**src/rtl/recip_iter.sv**
```systemverilog
// recip_iter: iterative fixed-point reciprocal f = 1/a.
// One restoring-divide datapath resolves BITS_PER_CYCLE quotient bits per
// clock; the sign is applied and saturation checked after the last step.
//
// Ports:
//   clk        clock, all state on rising edge
//   reset      synchronous, active-high
//   in_valid   operand valid          in_ready   block can accept an operand
//   a          operand (WIDTH bits, SCALE fractional)
//   out_valid  result valid           out_ready  consumer accepts result
//   f          result (same Q-format as a)
//   ovf        result saturated, |1/a| not representable
//   dz         operand was zero
module recip_iter #(
  parameter int unsigned WIDTH          = 16,
  parameter int unsigned SCALE          = 8,
  parameter int unsigned SIGNED         = 1,
  parameter int unsigned BITS_PER_CYCLE = 1
) (
  input  logic             clk,
  input  logic             reset,
  input  logic             in_valid,
  output logic             in_ready,
  input  logic [WIDTH-1:0] a,
  output logic             out_valid,
  input  logic             out_ready,
  output logic [WIDTH-1:0] f,
  output logic             ovf,
  output logic             dz
);

  // Quotient width, CALC cycle count and surplus steps in the last cycle.
  localparam int unsigned QB       = 2 * SCALE + 1;
  localparam int unsigned NCYC     = (QB + BITS_PER_CYCLE - 1) / BITS_PER_CYCLE;
  localparam int unsigned SURPLUS  = NCYC * BITS_PER_CYCLE - QB;
  localparam int unsigned FIRST_SP = BITS_PER_CYCLE - SURPLUS;
  localparam int unsigned CNT_W    = (NCYC > 1) ? $clog2(NCYC) : 1;
  localparam int unsigned CW       = (QB > WIDTH + 1) ? QB : WIDTH + 1;
  localparam bit          IS_SIGNED = (SIGNED != 0);

  localparam logic [CNT_W-1:0] CNT_LOAD = CNT_W'(NCYC - 1);
  localparam logic [CW-1:0]    POS_LIM  = IS_SIGNED ? ((CW'(1) << (WIDTH - 1)) - CW'(1))
                                                    : ((CW'(1) << WIDTH) - CW'(1));
  localparam logic [CW-1:0]    NEG_LIM  = CW'(1) << (WIDTH - 1);

  localparam logic [1:0] S_IDLE = 2'd0;
  localparam logic [1:0] S_CALC = 2'd1;
  localparam logic [1:0] S_DONE = 2'd2;

  logic [1:0]       state_q,     state_d;
  logic [CNT_W-1:0] cnt_q,       cnt_d;
  logic [WIDTH-1:0] m_q,         m_d;
  logic             neg_q,       neg_d;
  logic [WIDTH:0]   rem_q,       rem_d;
  logic [QB-1:0]    quo_q,       quo_d;
  logic [WIDTH-1:0] f_q,         f_d;
  logic             ovf_q,       ovf_d;
  logic             dz_q,        dz_d;
  logic             out_valid_q, out_valid_d;

  logic             neg_c;
  logic [WIDTH-1:0] mag_c;
  logic [WIDTH:0]   rem_t, rem_sh;
  logic [QB-1:0]    quo_t;
  logic [CW-1:0]    q_ext;
  logic             din;

  assign in_ready  = (state_q == S_IDLE);
  assign out_valid = out_valid_q;
  assign f         = f_q;
  assign ovf       = ovf_q;
  assign dz        = dz_q;

  // Operand magnitude; the most-negative input maps to 2^(WIDTH-1).
  always_comb begin
    neg_c = IS_SIGNED && a[WIDTH-1];
    mag_c = neg_c ? (~a + WIDTH'(1)) : a;
  end

  // Restoring-divide steps for one CALC cycle. The dividend 2^(2*SCALE) has
  // a single 1 in its MSB, fed on the very first step; surplus steps of the
  // final cycle are skipped so the quotient is not shifted past QB bits.
  always_comb begin
    rem_t  = rem_q;
    quo_t  = quo_q;
    rem_sh = '0;
    din    = 1'b0;
    for (int unsigned j = 0; j < BITS_PER_CYCLE; j++) begin
      if (!((cnt_q == '0) && (j >= FIRST_SP))) begin
        din    = (cnt_q == CNT_LOAD) && (j == 0);
        rem_sh = {rem_t[WIDTH-1:0], din};
        if (rem_sh >= {1'b0, m_q}) begin
          rem_t = rem_sh - {1'b0, m_q};
          quo_t = {quo_t[QB-2:0], 1'b1};
        end else begin
          rem_t = rem_sh;
          quo_t = {quo_t[QB-2:0], 1'b0};
        end
      end
    end
    q_ext = CW'(quo_t);
  end

  // Next-state and datapath update.
  always_comb begin
    state_d     = state_q;
    cnt_d       = cnt_q;
    m_d         = m_q;
    neg_d       = neg_q;
    rem_d       = rem_q;
    quo_d       = quo_q;
    f_d         = f_q;
    ovf_d       = ovf_q;
    dz_d        = dz_q;
    out_valid_d = out_valid_q;

    case (state_q)
      S_IDLE: begin
        if (in_valid) begin
          m_d   = mag_c;
          neg_d = neg_c;
          rem_d = '0;
          quo_d = '0;
          if (mag_c == '0) begin
            state_d     = S_DONE;
            f_d         = POS_LIM[WIDTH-1:0];
            ovf_d       = 1'b0;
            dz_d        = 1'b1;
            out_valid_d = 1'b1;
          end else begin
            state_d = S_CALC;
            cnt_d   = CNT_LOAD;
          end
        end
      end
      S_CALC: begin
        rem_d = rem_t;
        quo_d = quo_t;
        if (cnt_q == '0) begin
          state_d     = S_DONE;
          out_valid_d = 1'b1;
          dz_d        = 1'b0;
          if (neg_q) begin
            ovf_d = (q_ext > NEG_LIM);
            f_d   = (q_ext > NEG_LIM) ? NEG_LIM[WIDTH-1:0] : WIDTH'(-q_ext);
          end else begin
            ovf_d = (q_ext > POS_LIM);
            f_d   = (q_ext > POS_LIM) ? POS_LIM[WIDTH-1:0] : WIDTH'(q_ext);
          end
        end else begin
          cnt_d = cnt_q - CNT_W'(1);
        end
      end
      S_DONE: begin
        if (out_ready) begin
          state_d     = S_IDLE;
          out_valid_d = 1'b0;
        end
      end
      default: begin
        state_d     = S_IDLE;
        out_valid_d = 1'b0;
      end
    endcase
  end

  // State register; reset discards any operation in flight.
  always_ff @(posedge clk) begin
    if (reset) begin
      state_q     <= S_IDLE;
      cnt_q       <= '0;
      m_q         <= '0;
      neg_q       <= 1'b0;
      rem_q       <= '0;
      quo_q       <= '0;
      f_q         <= '0;
      ovf_q       <= 1'b0;
      dz_q        <= 1'b0;
      out_valid_q <= 1'b0;
    end else begin
      state_q     <= state_d;
      cnt_q       <= cnt_d;
      m_q         <= m_d;
      neg_q       <= neg_d;
      rem_q       <= rem_d;
      quo_q       <= quo_d;
      f_q         <= f_d;
      ovf_q       <= ovf_d;
      dz_q        <= dz_d;
      out_valid_q <= out_valid_d;
    end
  end

endmodule

```
**config.mk**
```make
export PLATFORM = sky130hd
export DESIGN_NAME = recip_iter
export DESIGN_NICKNAME = d
export VERILOG_FILES = /design/src/rtl/recip_iter.sv
export SDC_FILE = /design/constraint.sdc
export NUM_CORES = 1
export LEC_CHECK = 0
export BUFFER_PORTS_ARGS = -buffer_cell sky130_fd_sc_hd__buf_2
export CELL_PAD_IN_SITES_DETAIL_PLACEMENT = 1
export CELL_PAD_IN_SITES_GLOBAL_PLACEMENT = 2
export CORE_MARGIN = 2
export CORE_UTILIZATION = 36
export DETAILED_ROUTE_END_ITERATION = 8
export HOLD_SLACK_MARGIN = 0.12
export PLACE_DENSITY_LB_ADDON = 0.1
export SYNTH_ARGS = -nofsm -noshare
export SYNTH_HDL_FRONTEND = slang
export SYNTH_SLANG_ARGS = --single-unit
```
**constraint.sdc**
```tcl
create_clock -name clk -period 6.15 [get_ports clk]
set_clock_uncertainty 0.05 [all_clocks]
set_input_delay 1.23 -clock clk [delete_from_list [all_inputs] [get_ports clk]]
set_output_delay 1.23 -clock clk [all_outputs]
set_load 0.02 [all_outputs]
```
== Word level (Yosys, flattened, before mapping) ==
Cells that the tools add are included.

* Register bits: 75
* Input bits: 20
* Output and inout bits: 20
* Word-level logic and storage cells: 71

* Add/sub/neg operators: 4
* $lt $le $gt $ge: 3
* Equal/unequal tests: 9
* Mux-type cells: 34
* Bitwise operators: 1
* Reduce and logical (&&, ||, !) cells: 10

{| class="wikitable"
|+ Operator list
! kind !! number
|-
| $mux W16 || 9
|-
| $pmux W16 S2 || 3
|-
| $ge A17 B16 Y1 || 1
|-
| $gt A17 B15 Y1 const B || 1
|-
| $gt A17 B16 Y1 const B || 1
|-
| $add A16 B1 Y16 const B || 1
|-
| $logic_not A16 Y1 || 1
|-
| $neg A16 Y16 || 1
|-
| $not A16 Y16 || 1
|-
| $sub A16 B16 Y16 || 1
|-
| $mux W5 || 3
|-
| $reduce_and A4 Y1 || 3
|-
| $mux W1 || 10
|-
| $ne A2 B2 Y1 const B || 5
|-
| $pmux W5 S2 || 1
|-
| $mux W2 || 4
|-
| $pmux W2 S3 || 1
|-
| $eq A5 B5 Y1 const B || 1
|-
| $logic_not A5 Y1 || 1
|-
| $sub A5 B1 Y5 const B || 1
|-
| $pmux W1 S2 || 2
|-
| $reduce_and A2 Y1 || 2
|-
| $pmux W1 S3 || 1
|-
| $reduce_and A3 Y1 || 1
|-
| 5 further kinds || 5
|}

== Logic depth before layout (Yosys ltp) ==
Gate-level depths: netlist of the first run.

* Depth after elaboration: 8
* Gate-level depth with buffers: 19
* Mapped depth without buffers: 18

== Worst setup path after synthesis of the first run ==
No wires, ideal clock.

* Path type: flip-flop to flip-flop
* From: register m_q[14]
* To: register f_q[11], in the netlist f[11]
* Setup time: 0.086 ns
* Arrival time: 4.405 ns
* Required time: 6.014 ns
* Path slack: 1.608 ns
* Cell stages (with the launch flop): 18
* Path buffers: 1
* Period minus slack after synthesis: 4.542 ns
* Cells stage by stage: dfxtp_1 inv_1 ha_1 a21o_1 a211o_1 nor4_1 a21oi_2 inv_1 clkbuf_1 ha_1 or4b_4 nand2b_4 o41a_1 or3_4 or4_1 o21ai_1 nand2_1 a221oi_2

* Longest elaborated chain between the ends: 7
* Elaborated cells between the ends (all ways): 10
* Those cells by class: 1 x add/sub; 3 x order compare; 6 x mux

{| class="wikitable"
|+ Ends and longest elaborated chain
! what !! RTL line !! text
|-
| start, declared || 52 || <nowiki>logic [WIDTH-1:0] m_q, m_d;</nowiki>
|-
| start signal, assigned || 183 || <nowiki>m_q <= m_d;</nowiki>
|-
| $ge A17 B16 Y1 (*) || 92 || <nowiki>if (rem_sh >= {1'b0, m_q}) begin</nowiki>
|-
| $mux W1 (*) || 92 ||
|-
| $neg A16 Y16, or another cell as far along || 145 || <nowiki>f_d = (q_ext > NEG_LIM) ? NEG_LIM[WIDTH-1:0] : WIDTH'(-q_ext);</nowiki>
|-
| $mux W16, on equally long branches || 145, 148 ||
|-
| $mux W16 (*) || 143 || <nowiki>if (neg_q) begin</nowiki>
|-
| $mux W16 (*) || 139 || <nowiki>if (cnt_q == '0) begin</nowiki>
|-
| $pmux W16 S2 (*) || 117 || <nowiki>case (state_q)</nowiki>
|-
| end signal, assigned || 176 || <nowiki>f_q <= '0;</nowiki>
|-
| end signal, assigned || 187 || <nowiki>f_q <= f_d;</nowiki>
|-
| end, declared || 56 || <nowiki>logic [WIDTH-1:0] f_q, f_d;</nowiki>
|}

Every way passes the cells marked *; elsewhere a longest branch is shown, timed or not. The select of a mux whose other input is x is not followed.
A chain may end at the register's enable or synchronous reset.

== Worst setup path after layout of the first run ==
Same ends and word-level chain as after synthesis.

==> results.md, run 1 <==
* Status: finished clean
* Total half-perimeter wirelength after legalization and detailed placement at 10,500 µm
* Actual slew at the worst max-slew pin at between 1000 and 1500 ps
* Total Nets Final at ~670
* Portion of total power attributed to sequential cells at around a third
* EDFF count, synth at 0
* Count of cell types in the netlist at 65
* # Max-Cap Violations at 0
* Area of the core at 0.0131 mm²
* Count of buffers added by post-CTS timing repair for setup at 0
* Overflow left after global routing at 0
* Final Critical Period at 4870 ps
* Pre-antenna DRT Iters at 4
* Capture endpoint of the worst hold path: m_q[15]
* Global-route usage over all layers at roughly a fifth
* Max-slew violation count at 0
* Crit-path max FO at 14
* Final Power at 1.75 mW
* Post-Route Hold Slack at 408 ps
* Total detailed-routing wirelength at ~14,000 µm
* Clock Tree Root: clkbuf_16
* Netlist Area Pre-Place at 0.00481 mm²
* Critical path data arrival time at between 5000 and 6000 ps
* Clock share of power at around 33%
* Number of warnings issued by yosys at 0
* Hold buffer count at CTS at 0
* Initial antenna violation count at 0
* Vertical die dimension at roughly 120 µm
* Routability congestion estimate from global placement at roughly 0.80
* ANT cells at 0
* Post-synth top area share at 31.2%
* Largest net degree at the start of global routing at 33
* Register clock-pin slew on the reported worst setup and hold paths at 60 ps
* Post-synth ARST share at 0%
* Maximum buffer depth of the clock tree at 2
* Leading cell types by total area after synthesis: dfxtp_1 31%, ha_1 5.5%, a21oi_1 4.3%
* TritonCTS Buffers at 9
* Commonest non-fill, non-tap cell in the layout: dfxtp_1
* Reg2Reg Setup Slack at approximately 1300 ps
* Highest Clock Rate at 205 MHz
* Endpoint type of the worst setup path: register
* Antenna violation net count after detailed routing at 0
* Number of buffers added on ports at 39
* Synth-to-layout area growth at 12.6%
* Final Cycle Share at between 70% and 80%
* Startpoint of the lowest-slack hold path: m_q[15]
* Number of cells on the worst reg-to-reg path at 16
* Core utilization of the finished layout at slightly above 40%
* Cell type with the largest total area after synthesis: dfxtp_1
* Worst-case setup margin in the final layout at 1280 ps
* Final hold violation count at 0
* Reg-to-reg critical path endpoint: f[11]
* DRC violations left at 0
* Leak pwr at between 2 and 2.5 nW
* Int Pwr at 1.12 mW
* Most frequent cells in the layout: 75 x dfxtp_1, 52 x nand2_1, 52 x nor2_1
* Setup-violating endpoint count in the final report at 0
* Ratio of total power to cell area at 322 mW/mm²
* Vias at 4,564
* Routed via count divided by cell count at approximately 5.7
* Horizontal die dimension at 120 µm
* Worst reg2reg path startpoint: m_q[14]
* Syn Inst Count at between 600 and 700
* Layout cells sized above 1 at 13.2%
* Critical path required time at 6360 ps
* Crit Path Class: reg2reg
* Type of the most critical hold path: reg2reg
* Via count of the first global-routing pass at between 4,000 and 5,000
* Switching portion of total power at 35.8%
* Instance count along the most critical hold path at 2
* PostCTS Resize Cnt at 0
* Worst slack, placed at 1310 ps
* Area enclosed by the die boundary at 0.0143 mm²
* H-tree depth reported by CTS at 3
* Global-route wire length before repair at 23,900 µm
* Peak supply drop at roughly 0.12 mV
* CP startpoint kind: register
* Clk_lat worst skew at 350 ps
* Sequential fraction of the synthesis area at 31.2%
* Flip-flop and latch count after synthesis at 75
* Avg Synthesized Cell Area at 7.91 µm²
* Number of clock sinks seen by CTS at 75
* Final-layout fill cell count at 1,652
* Starting density of the core at 36.6%
* Number of DRC violations after detailed-routing iteration 0 at 266
* Unrepaired setup endpoints after global routing: false
* Synthesized Nets at around 650
* CTS tree: built
* Max-Slew Margin vs Limit at 30.4%
* Setup TNS after final layout at 0 ps
* Boundary pin count at 40
* Std-Cell Rows at between 40 and 50
* Post-synth top flop: dfxtp_1
* Switching power summed over all nets at about 0.63 mW
* Gate power share at a little over a third
* Per-cell routed wire length at 17.9 µm
final cells by class:
cell class                      count  area [µm²]  area share [%]
Multi-Input combinational cell    450        2970            54.7
Sequential cell                    75        1500            27.7
Timing Repair Buffer               46         248            4.57
Clock buffer                       10         229            4.22
Tap cell                          176         220            4.06
Inverter                           44         165            3.05
Clock inverter                      6        90.1            1.66
critical path, stage by stage (launching register included):
cell and delay (ps):
dfxtp_1 320, inv_1 50, ha_1 340, a21o_1 190
a211o_1 320, nor4_1 380, a21oi_2 110, inv_1 400
ha_1 290, or4b_4 490, nand2b_4 170, o41a_1 410
or3_4 420, or4_1 430, o21ai_1 140, nand2_1 80
a221oi_2 210
cell usage after synthesis (10+ instances only):
master    instances
a211oi_1         18
a21oi_1          41
clkbuf_1         27
dfxtp_1          75
ha_1             21
inv_1            44
mux2i_1          13
nand2_1          52
nand3_1          24
nor2_1           52
nor3_1           21
o21ai_0          39
or3_1            10
xnor2_1          12
xor2_1           13
worst max path at each step:
stage	cells after the start	slack, ps	from	end
detailed placement	16	1310	m_q[14]	f[11]
global route	18	860	cnt_q[0]	f[11]
floorplan	17	1610	m_q[14]	f[11]
global placement	16	1470	m_q[14]	f[11]
finish	16	1280	m_q[14]	f[11]
CTS	16	1300	m_q[14]	f[11]
metrics by stage:
| stage | std cells | instance area [µm²] |
|---|---|---|
| after floorplan | 609 | 4810 |
| after global placement | 791 | 5100 |
| after detailed placement | 791 | 5100 |
| after CTS | 807 | 5420 |
| after global routing | 807 | 5420 |
| final | 807 | 5420 |
power groups by stage:
stage	sequential, mW	combinational [mW]	clock, mW
3_3_place_gp	0.568	0.605	0
3_5_place_dp	0.570	0.618	0
4_1_cts	0.560	0.621	0.587
5_1_grt	0.565	0.685	0.610
6_report	0.559	0.613	0.574
2_1_floorplan	0.581	0.443	0
state kept, by name, indices dropped and copies added, names as in the netlist:
register	cells
m_q	16
out_valid	1
dz	1
state_q	2
cnt_q	5
ovf	1
f	16
quo_q	16
neg_q	1
rem_q	16
cells by family after synthesis:
| kind of cell | after synthesis | synth area share, % |
|---|---|---|
| buffers and inverters | 84 | 7.20 |
| adder cells (fa/ha/maj) | 22 | 5.87 |
| XOR/XNOR | 25 | 4.55 |
| AO/OA/AOI/OAI | 184 | 27.0 |
| multiplexers | 13 | 2.70 |
| flip-flops | 75 | 31.2 |
| AND/OR/NAND/NOR | 206 | 21.5 |
per-layer routing:
layer  global-route usage, %  vias up  part of all wire (%)  wire, µm
met5                       0        -                     0         0
met2                    38.3       43                    52      7530
met3                    3.14       19                   1.7       239
li1                        -     2248                     -         -
met1                    24.8     2254                    44      6320
met4                    7.79        0                   2.2       313
No activity file was read; power rests on OpenSTA's default activity.
==> run 2: changes to the inputs <==
--- a/config.mk
+++ b/config.mk
@@ -5,11 +5,12 @@
 export SDC_FILE = /design/constraint.sdc
 export NUM_CORES = 1
 export LEC_CHECK = 0
+export ABC_AREA = 1
 export BUFFER_PORTS_ARGS = -buffer_cell sky130_fd_sc_hd__buf_2
 export CELL_PAD_IN_SITES_DETAIL_PLACEMENT = 1
 export CELL_PAD_IN_SITES_GLOBAL_PLACEMENT = 2
 export CORE_MARGIN = 2
-export CORE_UTILIZATION = 36
+export CORE_UTILIZATION = 33
 export DETAILED_ROUTE_END_ITERATION = 8
 export HOLD_SLACK_MARGIN = 0.12
 export PLACE_DENSITY_LB_ADDON = 0.1
==> constraint.sdc (replaced) <==
create_clock -name clk -period 4.9 [get_ports clk]
set_clock_uncertainty 0.05 [all_clocks]
set_input_delay 0.98 -clock clk [delete_from_list [all_inputs] [get_ports clk]]
set_output_delay 0.98 -clock clk [all_outputs]
set_load 0.02 [all_outputs]
==> run 2 against run 1 <==
Net effect: worst setup slack better by 82 ps; wire length rose by 13%; synthesized cell count increased by 30%; cell count grew 25%; power increased by 100%; clock power increased by 17%; cell area grew 5.0%; critical path type unchanged; largest cell class unchanged; highest routed layer unchanged.
==> results.md, run 2 <==
* Hold buffer count at CTS at 0 (unchanged)
* Clk_lat worst skew at 360 ps (about the same)
* Peak supply drop at 0.286 mV (+130%)
* Flip-flop and latch count after synthesis at 75 (unchanged)
* Leak pwr at 2.73 nW (+35%)
* Setup-violating endpoint count in the final report at 0 (unchanged)
* H-tree depth reported by CTS at 3 (unchanged)
* Syn Inst Count at 789 (+30%)
* Sequential fraction of the synthesis area at 29.7% (-1.5 points)
* Most frequent cells in the layout: 195 x nand2_1, 94 x inv_1, 79 x nor2_1
* EDFF count, synth at 0 (unchanged)
* DRC violations left at 0 (unchanged)
* Largest net degree at the start of global routing at 49 (+48%)
* Final hold violation count at 0 (unchanged)
* Origin of the worst setup path: m_q[14]
* Maximum buffer depth of the clock tree at 2 (unchanged)
* Status: finished clean
* Horizontal die dimension at 128 µm (+6.8%)
* Final instance area at 0.00569 mm² (+5.0%)
* Starting density of the core at 33.5% (-3.1 points)
* Antenna violation net count after detailed routing at 0 (unchanged)
* Count of buffers added by post-CTS timing repair for setup at 0 (unchanged)
* Global-route usage over all layers at 20.8% (-0.22 points)
* Vias at 5,138 (+13%)
* Critical path required time at 5160 ps (-1200 ps)
* Number of clock sinks seen by CTS at 75 (unchanged)
* Unrepaired setup endpoints after global routing: false
* Commonest non-fill, non-tap cell in the layout: nand2_1
* Post-Route Hold Slack at 420 ps (+12.1 ps)
* Ratio of total power to cell area at 613 mW/mm² (+90%)
* Post-synth ARST share at 0% (unchanged)
* Area of the core at 0.0151 mm² (+15%)
* Final Cycle Share at 72.2% (-7.0 points)
* Avg Synthesized Cell Area at 6.41 µm² (-19%)
* Boundary pin count at 40 (unchanged)
* Max-slew violation count at 0 (unchanged)
* Startpoint of the lowest-slack hold path: out_valid
* Total detailed-routing wirelength at 16,300 µm (+13%)
* Overflow left after global routing at 0 (unchanged)
* Actual slew at the worst max-slew pin at 839 ps (-204 ps)
* Synth-to-layout area growth at 12.4%
* Pre-antenna DRT Iters at 4 (unchanged)
* Netlist Area Pre-Place at 0.00506 mm² (+5.1%)
* Post-synth top flop: dfxtp_1
* Synthesized Nets at 831 (+28%)
* Total half-perimeter wirelength after legalization and detailed placement at 12,200 µm (+16%)
* Initial antenna violation count at 0 (unchanged)
* Max-Slew Margin vs Limit at 44.0% (+14 points)
* Setup TNS after final layout at 0 ps (unchanged)
* Std-Cell Rows at 45 (+7.1%)
* Total Nets Final at 858 (+28%)
* PostCTS Resize Cnt at 0 (unchanged)
* Vertical die dimension at 128 µm (+6.8%)
* Worst reg2reg path startpoint: m_q[14]
* Cell types with the highest counts after synthesis: 195 x nand2_1, 94 x inv_1, 80 x nor2_1
* Dominant cell by count in the synthesized netlist: nand2_1
* ANT cells at 0 (unchanged)
* CP startpoint kind: register
* Layout cells sized above 1 at 11.9% (-1.2 points)
* Number of warnings issued by yosys at 0 (unchanged)
* Area enclosed by the die boundary at 0.0163 mm² (+14%)
* Count of cell types in the netlist at 41 (-37%)
* Routability congestion estimate from global placement at 0.920 (+15%)
* Endpoint type of the worst setup path: register
* Type of the most critical hold path: reg2reg
* Critical path data arrival time at 3790 ps (-1290 ps)
* Register clock-pin slew on the reported worst setup and hold paths at 70 ps (about the same)
* Global-route wire length before repair at 26,800 µm (+12%)
* Cell type with the largest total area after synthesis: dfxtp_1
* Reg2Reg Setup Slack at 1360 ps (+80 ps)
* # Max-Cap Violations at 0 (unchanged)
* Post-synth top area share at 29.7% (-1.5 points)
* Final Critical Period at 3540 ps (-1330 ps)
* Routed via count divided by cell count at 5.09 (-10%)
* Crit Path Class: reg2reg
* Leading cell types by total area after synthesis: dfxtp_1 30%, nand2_1 14%, a21oi_1 7.4%
* Crit-path max FO at 12 (-2)
* Per-cell routed wire length at 16.2 µm (-9.5%)
* Number of DRC violations after detailed-routing iteration 0 at 220 (-17%)
* CTS tree: built
* TritonCTS Buffers at 9 (unchanged)
* Number of buffers added on ports at 39 (unchanged)
* Highest Clock Rate at 283 MHz (+38%)
* Area post-placement at 0.00540 mm² (+5.9%)
* Clock Tree Root: clkbuf_16
* Via count of the first global-routing pass at 5,152 (+12%)
[run 2: cell types whose count changed after synthesis, moves of 9 or more]
cell      before  now
a211oi_1      18    0
a21oi_1       41   75
clkbuf_1      27   18
inv_1         44   94
inv_2          0    9
mux2i_1       13    0
nand2_1       52  195
nand3_1       24   58
nand3b_1       6   16
nor2_1        52   80
nor3_1        21    9
or3_1         10    0
[run 2: report_power, final]
group          switching, mW  total [mW]  internal, mW
clock network          0.314       0.669         0.355
logic                   1.34        2.03         0.684
registers             0.0849       0.795         0.710
[run 2: final timing paths]
| path | cells after the start | to |
|---|---|---|
| max | 20 | f[1] |
| min | 2 | out_valid |
| max reg2reg | 20 | f[1] |
| min reg2reg | 2 | out_valid |
[run 2: area by class of cell]
type / instances / area, µm²
Multi-Input combinational cell: 582 / 3040
Sequential cell: 75 / 1500
Clock inverter: 7 / 62.6
Inverter: 104 / 390
Timing Repair Buffer: 44 / 233
Fill cell: 2007 / 9400
Clock buffer: 9 / 225
Tap cell: 188 / 235
[run 2: kinds of logic after synthesis]
kind of cell / Yosys count / synth area share [%]
AOI/OAI and AO/OA: 140 / 15.0
adders and majority gates: 22 / 5.59
DFF: 75 / 29.7
buffers and inverters: 132 / 10.3
xor gates and xnor gates: 20 / 3.46
and+or+nand+nor: 400 / 36.0
[run 2: stage by stage]
stage	cells	total power, mW	utilization (%)	setup slack (ps)
floorplan	789	2.33	-	1970
global placement	993	2.78	35.8	1570
detailed placement	993	2.83	35.8	1420
CTS	1009	3.52	37.7	1380
global route	1009	3.83	37.7	997
finish	1009	3.49	37.7	1360
[run 2: metal layers]
| layer | up-vias | part of all wire [%] | GRT usage [%] |
|---|---|---|---|
| li1 | 2619 | - | - |
| met1 | 2447 | 53 | 30.4 |
| met2 | 58 | 43 | 32.1 |
| met3 | 14 | 2.9 | 3.30 |
| met4 | 0 | 1.1 | 4.78 |
| met5 | - | 0 | 0 |
[run 2: worst max-delay path, cell delays in order, from the launching register on]
cell and delay [ps]:
dfxtp_1 340, inv_1 110, ha_1 410, nand2_1 90
nand2_1 70, a21oi_1 220, nand2_1 90, nor2_1 140
nand2_1 100, inv_2 200, ha_1 250, nand3_1 210
nor3_2 190, nand4_1 120, nand2_1 90, nand2_2 130
inv_2 200, nand2_1 70, a31oi_1 210, o21ai_0 120
inv_1 60
